### src/rtl/nar_pkg.sv
// Shared fixed-point widths, feeder state encoding and address-width helper
// for the neuron feeder slice.
package nar_pkg;

  localparam int NAR_N = 10;
  localparam int NAR_Q = 9;

  typedef enum logic [2:0] {
    IDLE    = 3'd0,
    CLR     = 3'd1,
    STREAM  = 3'd2,
    SETTLE  = 3'd3,
    CAPTURE = 3'd4,
    HOLD    = 3'd5
  } feeder_state_t;

  // A single-entry buffer still gets a 1-bit address port.
  function automatic int addr_w(input int n);
    return (n > 1) ? $clog2(n) : 1;
  endfunction

endpackage

### src/rtl/nf_vec_buf.sv
// NUM_IN x N register file: one write port, one registered read port whose
// output register clears on reset or when no read is requested.
module nf_vec_buf #(
  parameter int W     = 10,
  parameter int DEPTH = 8,
  parameter int AW    = 3
) (
  input  logic          clk,
  input  logic          rst,
  input  logic          wr_en,
  input  logic [AW-1:0] wr_addr,
  input  logic [W-1:0]  wr_data,
  input  logic          rd_en,
  input  logic [AW-1:0] rd_addr,
  output logic [W-1:0]  rd_data
);

  logic [W-1:0] mem_q [DEPTH];
  logic [W-1:0] rd_data_q;
  logic [W-1:0] rd_data_d;

  always_comb begin
    rd_data_d = '0;
    if (rd_en) begin
      rd_data_d = mem_q[rd_addr];
    end
  end

  // Storage is deliberately not reset.
  always_ff @(posedge clk) begin
    if (wr_en) begin
      mem_q[wr_addr] <= wr_data;
    end
  end

  always_ff @(posedge clk) begin
    if (rst) begin
      rd_data_q <= '0;
    end else begin
      rd_data_q <= rd_data_d;
    end
  end

  assign rd_data = rd_data_q;

endmodule

### src/rtl/neuron_feeder.sv
// Sequencer feeding one MAC neuron: loads x/w vectors, clears the neuron, streams
// pairs, waits for the bias fold, captures the result. Optional NEURON_FEEDER_RELU_EN.
module neuron_feeder
  import nar_pkg::*;
#(
  parameter int  N      = NAR_N,
  parameter int  Q      = NAR_Q,
  parameter int  NUM_IN = 8,
  localparam int AW     = addr_w(NUM_IN)
) (
  input  logic          clk,
  input  logic          rst,
  input  logic          ld_en,
  input  logic          ld_sel,
  input  logic [AW-1:0] ld_addr,
  input  logic [N-1:0]  ld_data,
  input  logic [N-1:0]  bias_in,
  input  logic          start,
  output logic          busy,
  output logic          n_rst,
  output logic          n_valid,
  output logic [N-1:0]  n_w,
  output logic [N-1:0]  n_x,
  output logic [N-1:0]  n_b,
  input  logic [N-1:0]  n_out,
  output logic [N-1:0]  res,
  output logic          res_valid,
  input  logic          res_ready
);

  localparam logic [AW-1:0] LAST_IDX = AW'(NUM_IN - 1);

  if (Q >= N || NUM_IN < 1) begin : g_cfg_err
    $error("neuron_feeder: need Q < N and NUM_IN >= 1");
  end

  feeder_state_t state_q, state_d;
  logic [AW-1:0] idx_q, idx_d;
  logic [N-1:0]  res_q, res_d;
  logic [N-1:0]  n_b_q, n_b_d;
  logic [N-1:0]  cap_val;
  logic          rd_en;
  logic [AW-1:0] rd_addr;
  logic          ld_ok;

`ifdef NEURON_FEEDER_RELU_EN
  assign cap_val = n_out[N-1] ? '0 : n_out;
`else
  assign cap_val = n_out;
`endif

  // Writes are only taken in IDLE so the vectors stay frozen for a whole run.
  assign ld_ok = ld_en && !rst && (state_q == IDLE) &&
                 ({1'b0, ld_addr} < (AW+1)'(NUM_IN));

  always_comb begin
    state_d = state_q;
    idx_d   = idx_q;
    res_d   = res_q;
    n_b_d   = n_b_q;
    rd_en   = 1'b0;
    case (state_q)
      IDLE: begin
        if (start) begin
          state_d = CLR;
          idx_d   = '0;
          n_b_d   = bias_in;
        end
      end
      CLR: begin
        state_d = STREAM;
        idx_d   = '0;
        rd_en   = 1'b1;
      end
      STREAM: begin
        // Read address runs one ahead so the registered read lines up with n_valid.
        if (idx_q == LAST_IDX) begin
          state_d = SETTLE;
          idx_d   = '0;
        end else begin
          idx_d = idx_q + AW'(1);
          rd_en = 1'b1;
        end
      end
      SETTLE: begin
        if (idx_q == AW'(1)) begin
          state_d = CAPTURE;
          idx_d   = '0;
        end else begin
          idx_d = idx_q + AW'(1);
        end
      end
      CAPTURE: begin
        res_d   = cap_val;
        state_d = HOLD;
      end
      HOLD: begin
        if (res_ready) begin
          state_d = IDLE;
        end
      end
      default: begin
        state_d = IDLE;
        idx_d   = '0;
      end
    endcase
    rd_addr = idx_d;
  end

  always_ff @(posedge clk) begin
    if (rst) begin
      state_q <= IDLE;
      idx_q   <= '0;
      res_q   <= '0;
      n_b_q   <= '0;
    end else begin
      state_q <= state_d;
      idx_q   <= idx_d;
      res_q   <= res_d;
      n_b_q   <= n_b_d;
    end
  end

  nf_vec_buf #(
    .W     (N),
    .DEPTH (NUM_IN),
    .AW    (AW)
  ) u_x_buf (
    .clk     (clk),
    .rst     (rst),
    .wr_en   (ld_ok && !ld_sel),
    .wr_addr (ld_addr),
    .wr_data (ld_data),
    .rd_en   (rd_en),
    .rd_addr (rd_addr),
    .rd_data (n_x)
  );

  nf_vec_buf #(
    .W     (N),
    .DEPTH (NUM_IN),
    .AW    (AW)
  ) u_w_buf (
    .clk     (clk),
    .rst     (rst),
    .wr_en   (ld_ok && ld_sel),
    .wr_addr (ld_addr),
    .wr_data (ld_data),
    .rd_en   (rd_en),
    .rd_addr (rd_addr),
    .rd_data (n_w)
  );

  assign busy      = (state_q != IDLE);
  assign n_rst     = rst || (state_q == CLR);
  assign n_valid   = (state_q == STREAM);
  assign n_b       = n_b_q;
  assign res       = res_q;
  assign res_valid = (state_q == HOLD);

endmodule

### config.mk
export PLATFORM = sky130hd
export DESIGN_NAME = neuron_feeder
export DESIGN_NICKNAME = d
export VERILOG_FILES = /design/src/rtl/nar_pkg.sv /design/src/rtl/nf_vec_buf.sv /design/src/rtl/neuron_feeder.sv
export SDC_FILE = /design/constraint.sdc
export NUM_CORES = 1
export LEC_CHECK = 0
export BUFFER_PORTS_ARGS = -buffer_cell sky130_fd_sc_hd__buf_2
export CAP_MARGIN = 20
export CORE_MARGIN = 5
export CORE_UTILIZATION = 35
export DETAILED_ROUTE_END_ITERATION = 6
export PLACE_DENSITY = 0.58
export SYNTH_ARGS = -nofsm -noshare
export SYNTH_HDL_FRONTEND = slang
export SYNTH_HIERARCHICAL = 1
export SYNTH_SLANG_ARGS = --single-unit
### constraint.sdc
create_clock -name clk -period 2.2 [get_ports clk]
set_input_delay 0.22 -clock clk [delete_from_list [all_inputs] [get_ports clk]]
set_output_delay 0.22 -clock clk [all_outputs]
set_load 0.05 [all_outputs]
Yosys cells after proc, flatten, opt, wreduce, memory -nomap -nowiden
Memory sizes are Yosys's and may differ from the RTL's. A register that Yosys moved wholly into a read port is not among the register bits.
Cells that the tools add are included.
Widths: inputs -> output; s select.
{"block": "totals", "ff_bits": 26, "latch_bits": 0, "mem_bits_rw": 160, "mem_bits_ro": 0, "input_bits": 39, "n_memories": 2}
{"block": "classes", "addsub": 1, "multipliers": 0, "div": 0, "order_cmp": 0, "n_eq_ne": 11, "shifts": 0, "mux": 15, "bitwise": 1, "n_reduce_logical": 13}
{"memory": "u_w_buf.mem_q", "words": 8, "word_bits": 10, "rd": 1, "rd_ports_with_merged_regs": 1, "write_ports": 1, "line": "nf_vec_buf.sv:18", "source": "logic [W-1:0] mem_q [DEPTH];"}
{"memory": "u_x_buf.mem_q", "words": 8, "word_bits": 10, "rd": 1, "rd_ports_with_merged_regs": 1, "write_ports": 1, "line": "nf_vec_buf.sv:18"}
{"operator": "$mux 3", "count": 7}
{"operator": "$pmux 3 s6", "count": 1}
{"operator": "$pmux 3 s4", "count": 1}
{"operator": "$eq 3x3->1 const B", "count": 3}
{"operator": "$eq 3x1->1 const B", "count": 2}
{"operator": "$eq 3x2->1 const B", "count": 2}
{"operator": "$mux 1", "count": 5}
{"operator": "$logic_and 1x1->1", "count": 4}
{"operator": "$ne 2x1->1 const B", "count": 2}
{"operator": "$ne 2x2->1 const B", "count": 2}
{"operator": "$reduce_and 4->1", "count": 1}
{"operator": "$reduce_or 2->1", "count": 2}
{"operator": "$add 3x1->3 const B", "count": 1}
{"operator": "$logic_not 3->1", "count": 1}
{"operator": "$reduce_bool 3->1", "count": 1}
{"operator": "$logic_not 1->1", "count": 2}
{"operator": "$pmux 1 s2", "count": 1}
{"operator": "$reduce_and 2->1", "count": 1}
{"operator": "$logic_or 1x1->1", "count": 1}
{"operator": "$not 1->1", "count": 1}

Logic depth before layout (Yosys ltp)
{"block": "depth", "ltp_word": 6, "ltp_mapped": 10}

By module
Netlist, hierarchy kept.
{"mod": "nf_vec_buf", "instances": 2, "cells_each": 187, "area_each_um2": 3445.8, "seq_area_each_um2": 2602.5}
{"mod": "neuron_feeder", "instances": 1, "cells_each": 137, "area_each_um2": 1244.9, "seq_area_each_um2": 520.5}

Worst setup path before layout
OpenSTA, ideal clock, no wires.
{"block": "synth_path", "kind": "register to register", "startpoint": "register state_q[1]", "endpoint": "memory u_x_buf.mem_q[0][0] (enable)", "t_arrival_ns": 2.164, "required_ns": 1.810, "slack_ns": -0.354, "stages_incl_launch_ff": 7, "path_buffers": 2, "period_less_slack_ns": 2.554, "path_cell_list": "dfxtp_1 buf_4 buf_2 or3_4 nor4b_2 nand2b_1 nor3_1"}
{"block": "synth_via", "elab_chain_len": 5}
{"element": "from (decl)", "line": "neuron_feeder.sv:37", "source": "feeder_state_t state_q, state_d;"}
{"element": "from (signal assigned)", "line": "neuron_feeder.sv:117", "source": "state_q <= state_d;"}
{"element": "$logic_not 3->1", "line": "neuron_feeder.sv:53", "source": "assign ld_ok = ld_en && !rst && (state_q == IDLE) &&"}
{"element": "$logic_and 1x1->1", "line": "neuron_feeder.sv:53"}
{"element": "$logic_and 1x1->1", "line": "neuron_feeder.sv:131", "source": ".wr_en (ld_ok && !ld_sel),"}
{"element": "$mux 1", "line": "nf_vec_buf.sv:31", "source": "if (wr_en) begin"}
{"element": "$mux 1 (not written as such)", "line": "nf_vec_buf.sv:32", "source": "mem_q[wr_addr] <= wr_data;"}
{"element": "to (decl)", "line": "nf_vec_buf.sv:18"}
No other way between the ends.

Worst setup path in the final report
{"block": "layout_path", "startpoint": "register state_q[0]", "endpoint": "register u_x_buf.rd_data_q[2] (netlist: u_x_buf/rd_data[2]) (read register of u_x_buf.mem_q)"}
{"block": "layout_via", "elab_chain_len": 4}
{"element": "$eq 3x2->1 or $eq 3x1->1 (tied branches)", "line": "neuron_feeder.sv:62", "source": "case (state_q)"}
{"element": "$pmux 1 s2", "line": "neuron_feeder.sv:62"}
{"element": "$not 1->1 (no line)"}
{"element": "$reduce_or 2->1 (no line)"}
{"element": "to (decl)", "line": "nf_vec_buf.sv:19", "source": "logic [W-1:0] rd_data_q;"}
Several ways; a longest one is shown, not always the timed one.
A chain may end at the register's enable or synchronous reset.

==> results.md <==
- The run finished with clean final reports.
- Headroom to the max-slew limit came out at 59.7%.
- TritonCTS built the clock tree.
- The total congestion overflow after global routing is 0.
- The largest area contributor in the synthesized netlist is edfxtp_1.
- After detailed routing, the number of vias per cell comes to 4.83.
- The largest single stage delay on the critical path is 0.38 ns.
- The combined flip-flop and latch cell area is 0.00573 mm2.
- The hold violation total from the final report is 0.
- The slowest stage of the critical path is the dfxtp_1 cell.
- The portion of the post-synthesis area used by sequential elements is 70.4%.
- For this run, the detailed router's first-pass iteration total came to 4.
- The initial antenna violation count is 0.
- The number of global-route vias before repair was 4,905.
- At the end of the flow, the number of nets in the layout was 695.
- The wire length per cell is 19.2 um.
- Timing would allow up to 471 MHz.
- For this block, the routed nets add up to 18.8 mm of wire.
- Counting distinct cell types in the post-synthesis netlist gives 36.
- The post-synthesis instance area is 0.00814 mm2.
- The number of remaining DRC errors is 0.
- The total leakage power is 3.63 nW.
- The switching share of power is 29.0%.
- The final estimated routing congestion in global placement is 0.744.
- The largest net degree at the start of global routing is 41.
- The part of the total power dissipated in combinational logic is 25.8%.
- 0 antenna diodes ended up in the layout.
- Counting the fill cells in the layout gives 1,970.
- In this run, synthesis produced a sequential element count of 206.
- STA puts the critical path data required time at 2.57 ns.
- The switching power total is 0.00310 W.
- Max-cap violations in this run came to 0.
- For this configuration, the core starts out at a cell density of 35.7%.
- The final critical-path required period is 2.12 ns.
- The total nets after synthesis is 554.
- The overall die area is 0.0264 mm2.
- Traced cell by cell, the critical path runs through o21bai_1 > nand3b_1 > nand2_4 > buf_16 > mux2i_1 > a22o_1 > nor3_2.
- In this run the mean area of a mapped cell was 15.9 um2.
- Of the cells placed in the final design, the portion with a size suffix greater than 1 is 28.8%.
- The clock arrives with 0.0109 ns of skew.
- The area of the core region is 0.0228 mm2.
- Row generation in the floorplan step produced 55 rows.
- The clock tree root driver cell is clkbuf_16.
- The min-delay analysis places its worst path in the category in2reg.
- Dividing the final minimum period by the clock period gives 96.5%.
- The worst setup path is launched from a flop.
- The post-synthesis to final-layout area growth is 25.0%.
- No sink is reached through more buffers than the 3 on the longest clock path.
- The horizontal die dimension is 162 um.
- The count of nets left with antenna violations once routing finished came out at 0.
- Cell internal power was estimated by the tool at 0.00758 W.
- The half-perimeter wire length of the detailed placement result is 11.3 mm.
- The final cell utilization of the core is 44.7%.
- Broken down by cell family, the worst path's largest delay share belongs to simple AND/OR/NAND/NOR gates.
- Setup violations remaining at the end of the flow were counted as 0.
- The critical path in this run is classified as reg2reg.
- The power density over the cells is 1050 mW/mm2.
- Buffers inserted during clock tree synthesis total 21.
- Synthesis handed over a netlist of 511 instances.
- The synthesized design contains 160 enable-type register cells.
- At the worst endpoint, the arrival time is 2.50 ns.
- The count of synthesis-stage warnings from yosys is 6.
- The largest fanout of any net on the critical path is 10.
- Of the total power, the clock network draws 32.8%.
- The most used flip-flop cell after synthesis is edfxtp_1.
- For this run, the total global-route usage over all layers was measured as 13.2%.
- The first-pass GRT wire length is 27.3 mm.
- The detailed router finished its first iteration with 260 violations.
- The clock net in this run drives a total of 206 sinks.
- The area of the multi-input gates is 0.00223 mm2.
- For this run, asynchronously set or reset flops after synthesis account for 0%.
- Counting both buffers and inverters, the worst setup path holds a total of 1.
- The actual slew at the worst max-slew pin is 0.602 ns.
- Summing over every cut layer, the via total after detailed routing is 4,730.
- On the final layout, the worst hold slack is 0.0260 ns.
- The max-slew violation count is 0.
- The depth of the CTS H-tree is 1.
- Sequential cells account for 41.4% of the total power.
- Buffers placed on the I/O ports in this run total 82.
- During I/O placement, the number of pins put on the boundary was 83.
- The clock reaches the later pin of the worst-skew pair after 0.49 ns.
- After synthesis, the cell types taking the most area are edfxtp_1 (59%), dfxtp_1 (11%), mux2i_1 (11%).
- The element type at the critical path end is a flop.
- The clock transition at the registers of the reported paths is 0.06 ns.
- The portion of synthesized cell area occupied by the leading cell type is 59.0%.
- The worst-case IR drop observed on VDD is 535 uV.
- The die is 162 um tall.
==> final timing paths <==
kind                           start                            end  slack, ns  depth (start not counted)
min reg2reg      n_b[9]$_SDFFE_PP0P_            n_b[9]$_SDFFE_PP0P_       0.47                          2
min                         n_out[6]            res[6]$_SDFFE_PP0N_       0.03                          3
max reg2reg  state_q[0]$_SDFFE_PP0P_  u_x_buf/rd_data[2]$_SDFF_PP0_       0.08                          7
max          state_q[0]$_SDFFE_PP0P_  u_x_buf/rd_data[2]$_SDFF_PP0_       0.08                          7
==> final cells by class <==
type | instances | area share, %
Sequential cell | 206 | 56.3
Multi-Input combinational cell | 275 | 21.9
Timing Repair Buffer | 144 | 11.0
Clock buffer | 26 | 5.65
Tap cell | 313 | 3.85
Clock inverter | 11 | 1.18
Inverter | 4 | 0.148
==> kinds of logic (layout without fill, tap and decap cells) <==
kind of cell,Yosys count,count (layout),share of synthesized area [%]
compound gates,62,62,5.89
fa+ha+maj,4,4,0.615
buf+inv,31,185,2.95
flops,206,206,70.4
mux,92,92,11.3
simple gates,116,117,8.86
==> routing by layer <==
layer	global-route usage [%]	share of wire, %
met5	0	0
met3	2.33	4.2
met2	22.5	50
met4	3.31	1.7
met1	17.5	44
==> through the flow <==
| stage | instances | setup slack, ns | instance area, um2 | total power, W | setup TNS [ns] |
|---|---|---|---|---|---|
| after floorplan | 511 | -0.0897 | 8160 | 0.00643 | -12.30 |
| after CTS | 970 | 0.0412 | 10000 | 0.0104 | 0 |
| after global routing | 979 | -0.0112 | 10200 | 0.0111 | -0.0169 |
| final | 979 | 0.0769 | 10200 | 0.0107 | 0 |
| after global placement | 914 | 0.123 | 9110 | 0.00679 | 0 |
| after detailed placement | 914 | -0.0562 | 9110 | 0.00684 | -0.443 |
==> cell usage in the layout (no fill, tap or decap), types with 3 or more instances in the layout <==
cell type,synthesis,final
dlygate4sd3_1,0,19
nand2_1,28,27
clkbuf_16,0,25
inv_1,4,4
mux2i_1,92,92
nand2b_1,12,12
nor2b_1,4,3
clkbuf_8,0,3
a22o_1,41,41
buf_2,1,82
nor2_1,25,25
a21oi_1,16,16
edfxtp_1,160,160
nand3b_1,6,6
buf_4,2,28
nor3_2,20,24
buf_6,11,3
buf_12,2,6
clkinvlp_4,0,4
dfxtp_1,46,46
ha_1,4,4
==> synth_stat cells (6+ instances only) <==
library cell / instances
nand2_1: 28
a21oi_1: 16
nor2_1: 25
a22o_1: 41
nor3_2: 20
buf_6: 11
nand2b_1: 12
mux2i_1: 92
nand3b_1: 6
dfxtp_1: 46
edfxtp_1: 160
clkbuf_1: 9
==> state kept, by name, indices dropped and copies added (netlist names) <==
signal,count
idx_q,3
n_b,10
res,10
state_q,3
u_w_buf/mem_q,80
u_w_buf/rd_data,10
u_x_buf/mem_q,80
u_x_buf/rd_data,10
==> worst reg2reg max path: cells and delay by family, from the launching register on <==
family | cells | cell delay (ns)
flops | 1 | 0.38
compound gates | 2 | 0.52
mux | 1 | 0.23
buf+inv | 1 | 0.18
simple gates | 3 | 0.69
==> power groups by stage <==
stage	clock, W	sequential, W	combinational [W]
2_1_floorplan	0	0.00485	0.00159
6_report	0.00350	0.00443	0.00275
3_3_place_gp	0	0.00450	0.00229
4_1_cts	0.00359	0.00443	0.00237
5_1_grt	0.00375	0.00444	0.00290
3_5_place_dp	0	0.00451	0.00233
==> timing repair <==
action | 4_1_cts | 5_1_grt
gates resized for setup | 1 | 4
pin swaps | 0 | 2
hold endpoints to repair | 19 | 0
cloned | 0 | 8
hold buffers | 19 | 0
setup endpoints to repair | 10 | 19
buffers inserted | 0 | 1
Power figures use the tool's default switching activity.
